`config.mk`:
```
export PLATFORM = sky130hd
export DESIGN_NAME = gf16_hash
export DESIGN_NICKNAME = d
export VERILOG_FILES = /design/src/rtl/gf16_pkg.sv /design/src/rtl/gf16_reduce.sv /design/src/rtl/gf16_hash.sv
export SDC_FILE = /design/constraint.sdc
export NUM_CORES = 1
export LEC_CHECK = 0
export ABC_AREA = 1
export CAP_MARGIN = 25
export CORE_MARGIN = 2
export CORE_UTILIZATION = 46
export CTS_CLUSTER_SIZE = 28
export DETAILED_ROUTE_END_ITERATION = 10
export GPL_TIMING_DRIVEN = 1
export PLACE_DENSITY = 0.82
export SLEW_MARGIN = 15
export SYNTH_ARGS = -nofsm -noshare
export SYNTH_HDL_FRONTEND = slang
export SYNTH_SLANG_ARGS = --single-unit
```
`constraint.sdc`:
```
create_clock -name clk -period 1.5 [get_ports clk]
set_input_delay 0.225 -clock clk [delete_from_list [all_inputs] [get_ports clk]]
set_output_delay 0.225 -clock clk [all_outputs]
set_load 0.02 [all_outputs]
```
`src/rtl/gf16_pkg.sv`:
```
// gf16_pkg: shared widths, field polynomial and FSM encoding
// for the GF(2^16) polynomial-hash engine.
package gf16_pkg;

    localparam int GF_W = 16;

    // Low terms of P(x) = x^16 + x^12 + x^3 + x + 1
    localparam logic [GF_W-1:0] POLY = 16'h100B;

    typedef enum logic [1:0] {
        ACCEPT,
        ISSUE,
        REDUCE,
        OUT
    } state_t;

endpackage

```
`src/rtl/gf16_reduce.sv`:
```
// gf16_reduce: combinational reduction of a carry-less product
// modulo P(x), reusable by any GF(2^16) stage.
module gf16_reduce
    import gf16_pkg::*;
(
    input  logic [2*GF_W-1:0] z,
    output logic [GF_W-1:0]   r
);

    localparam logic [2*GF_W-1:0] PFULL = {15'd0, 1'b1, POLY};

    logic [2*GF_W-1:0] t;

    // Clear bits top-down so every overflow term is folded back in.
    always_comb begin
        t = z;
        t[2*GF_W-1] = 1'b0;
        for (int i = 2*GF_W-2; i >= GF_W; i--) begin
            if (t[i]) begin
                t = t ^ (PFULL << (i - GF_W));
            end
        end
        r = t[GF_W-1:0];
    end

endmodule

```
`src/rtl/gf16_hash.sv`:
```
// gf16_hash: GHASH-style accumulator acc <- ((acc ^ word) * H) mod P
// driving an external registered carry-less multiplier.
module gf16_hash
    import gf16_pkg::*;
(
    input  logic              clk,
    input  logic              rst_n,
    input  logic              key_valid,
    input  logic [GF_W-1:0]   key_data,
    output logic              key_ready,
    input  logic              in_valid,
    input  logic [GF_W-1:0]   in_data,
    input  logic              in_last,
    output logic              in_ready,
    output logic              out_valid,
    output logic [GF_W-1:0]   out_data,
    input  logic              out_ready,
    output logic [GF_W-1:0]   mul_x,
    output logic [GF_W-1:0]   mul_y,
    input  logic [2*GF_W-1:0] mul_z
);

    state_t          state;
    logic [GF_W-1:0] h_r;
    logic [GF_W-1:0] acc;
    logic [GF_W-1:0] word_r;
    logic            key_ok;
    logic            last_r;
    logic            msg_open;
    logic [GF_W-1:0] red;

    gf16_reduce u_reduce (
        .z (mul_z),
        .r (red)
    );

    // Handshake and operand outputs decode flops only.
    assign key_ready = (state == ACCEPT) && !msg_open;
    assign in_ready  = (state == ACCEPT) && key_ok;
    assign out_valid = (state == OUT);
    assign out_data  = out_valid ? acc : '0;
    assign mul_x     = (state == ISSUE) ? (acc ^ word_r) : '0;
    assign mul_y     = (state == ISSUE) ? h_r : '0;

    always_ff @(posedge clk or negedge rst_n) begin
        if (!rst_n) begin
            state    <= ACCEPT;
            h_r      <= '0;
            key_ok   <= 1'b0;
            acc      <= '0;
            word_r   <= '0;
            last_r   <= 1'b0;
            msg_open <= 1'b0;
        end else begin
            if (key_valid && key_ready) begin
                h_r    <= key_data;
                key_ok <= 1'b1;
            end
            unique case (state)
                ACCEPT: begin
                    if (in_valid && in_ready) begin
                        word_r   <= in_data;
                        last_r   <= in_last;
                        msg_open <= 1'b1;
                        state    <= ISSUE;
                    end
                end
                ISSUE: begin
                    state <= REDUCE;
                end
                REDUCE: begin
                    acc   <= red;
                    state <= last_r ? OUT : ACCEPT;
                end
                OUT: begin
                    if (out_ready) begin
                        acc      <= '0;
                        msg_open <= 1'b0;
                        state    <= ACCEPT;
                    end
                end
                default: begin
                    state <= ACCEPT;
                end
            endcase
        end
    end

endmodule

```
==> metrics.txt <==
Post-Synthesis Cells=457; GR Overflow Total=0; CTS root buf=clkbuf_8; Antenna Violating Nets Remaining=0; Final period util=104%; area of the multi-input gates=1880 um^2; Setup Skew=0.00469 ns; status=finished, violations left; FILL cells=611; commonest non-fill, non-tap cells in the layout=101 x nand2_1, 70 x buf_4, 61 x clkdlybuf4s50_1, 58 x inv_1, 53 x dfrtp_1; PD cells=1620 nW/um^2; Initial Util=47.4%; Synth Cell Area=3420 um^2; post-synth top area share=38.8%; Critical-path top delay cell=dfrtp_1; Final Max Tran Viols=0; CTS Buffer Depth=2; Cell variety after synth=30; clk_lat worst skew=0.30 ns; number of port buffers=119; EDFF count, synth=0; crit start category=register; crit-path leading delay family=flip-flops; setup violators final=32; Mean Syn Cell Area=7.48 um^2; Synth Area in XOR/XNOR=9.73%; Storage cell area=1330 um^2; number of vias per cell=4.80; TritonRoute pass-1 iters=4; hold slack=0.391 ns; DRT Wirelength=9240 um; VDD IR-drop max=0.815 mV; FF+latch count, synth=53; worst setup margin=-0.0607 ns; Synth async-reset ratio=100%; CP Buf/Inv Count=3; Die Y=90.2 um; CP max FO=11; Worst Path Class, Setup=reg -> out; worst hold path class=in -> async; DIE WIDTH=90.2 um; sequential-to-total area share from yosys stat=38.8%; mux share of post-synthesis cell area=6.48%; CTS sink cnt=53; Synth area leader=dfrtp_1; Slew HR=68.6%; ys flop type=dfrtp_1; htree depth=2; Data required, critical path=1.27 ns; initial antenna violation count=0; DIE AREA=8140 um^2; hpwl dp=7360 um; synth warn=0; row count=31; routability cong.=0.887; CTS Buf Count=5; Area Overhead vs Synth=48.2%; global-route wire length before repair=15600 um; I/O pin total=121; failing checks=negative setup slack; # nets final=675; number of global-route vias before repair=3464; DR vias=3383; Highest Clock Rate=0.641 GHz; Worst-Margin Slew=0.470 ns; Adder-Cell Fraction of Synth Area=0%; final hold vios=0; crit path DAT=1.34 ns; LEAKAGE=2.64 nW; main combinational cell family by area after synthesis=simple AND/OR/NAND/NOR gates; CP Cell Sequence=inv_2 > nand2_2 > buf_6 > nor2_1 > buf_4; gr usage total=23.0%; core footprint=7210 um^2; pre-CTS setup slack=-0.338 ns; post-layout min period=1.56 ns; Iteration-0 DRC Markers=117; # DRC=0; Crit. End Element=primary output; largest net degree at the start of global routing=38; diode count=0; Clock Pin Slew Worst Setup and Hold Paths=0.10 ns; Max stage delay on crit path=0.42 ns; ratio of cells with drive above 1 in the final layout=27.9%; max_cap viols=0; CTS tree=built; Post-Synth Simple-Gate Area=31.6%; RSZ-0062 raised after global routing=yes; wire per inst=13.1 um; top post-synthesis cells by area=dfrtp_1 39%, nand2_1 11%, nor2_1 7.7%; post-synthesis compound-gate area fraction=4.10%; syn nets=527; commonest non-fill, non-tap cell in the layout=nand2_1
==> final cells by class <==
type,instances,area share [%]
Sequential cell,53,26.2
Tap cell,99,2.45
Multi-Input combinational cell,328,37.1
Clock inverter,3,0.568
Clock buffer,5,1.36
Inverter,63,4.72
Timing Repair Buffer,154,27.6
==> per-stage QoR <==
stage                     setup TNS (ns)  instance area, um^2  cells  power [mW]  utilization [%]
after floorplan                        0                 3420    457        5.26                -
after global placement            -10.07                 4910    695        7.00             68.1
after detailed placement          -11.49                 4910    695        7.17             68.1
after CTS                         -0.501                 4920    704        8.01             68.2
after global routing               -4.62                 5070    705        8.78             70.2
final                             -0.946                 5070    705        8.19             70.2
==> Yosys cell counts, drive strengths merged, types with 2 or more instances <==
cell type and number:
or2 2, nor2 71, o21ai 4, clkbuf 6, inv 63, nand3 46
xnor2 26, nand2 126, xor2 12, a21oi 18, mux2 17, dfrtp 53
o22ai 3, buf 7
==> worst register-to-register path, cell delays in order, from the launching register on <==
cell and delay (ns):
dfrtp_1 0.42, nor2_1 0.15, inv_2 0.07, nor2_4 0.15
nand2_8 0.16, mux2_4 0.34
==> where the power goes <==
group / switching [mW] / internal, mW
combinational: 2.57 / 2.23
sequential: 0.442 / 2.09
clock: 0.507 / 0.350
==> registers in the layout, indices dropped and copies added, names as in the netlist <==
signal,flops
key_ok,1
last_r,1
acc,16
h_r,16
word_r,16
msg_open,1
state,2
==> per-layer routing <==
layer  global-route usage (%)  part of all wire [%]
met5                        0                     0
met4                     4.74                   1.3
met3                     4.19                   4.7
met2                     42.2                    52
met1                     28.2                    42
==> cell families (layout without fill, tap and decap cells) <==
group	after synthesis	count (layout)
AOI/OAI and AO/OA	26	26
DFF	53	53
muxes	17	17
and+or+nand+nor	247	247
buffers and inverters	76	225
xor gates and xnor gates	38	38
==> repair_timing <==
item                                    4_1_cts  5_1_grt
endpoints found under the setup margin       52       68
setup buffers                                 0        1
hold buffers                                  1        0
pin swaps                                     0        3
gates cloned                                  0        0
gates resized for setup                     260       43
endpoints found under the hold margin        53        0
==> worst paths after layout <==
path | from | endpoint | slack, ns | depth (start not counted)
max | state[1]$_DFFE_PN0P_ | mul_x[7] | -0.06 | 5
min | rst_n | h_r[2]$_DFFE_PN0P_ | 0.39 | 3
max reg2reg | state[1]$_DFFE_PN0P_ | word_r[14]$_DFFE_PN0P_ | 0.12 | 5
min reg2reg | key_ok$_DFFE_PN0P_ | key_ok$_DFFE_PN0P_ | 0.51 | 2
max in group asynchronous | rst_n | acc[1]$_DFFE_PN0P_ | 0.66 | 3
min in group clk | key_data[0] | h_r[0]$_DFFE_PN0P_ | 0.49 | 3
(Power assumes the default switching activity.)
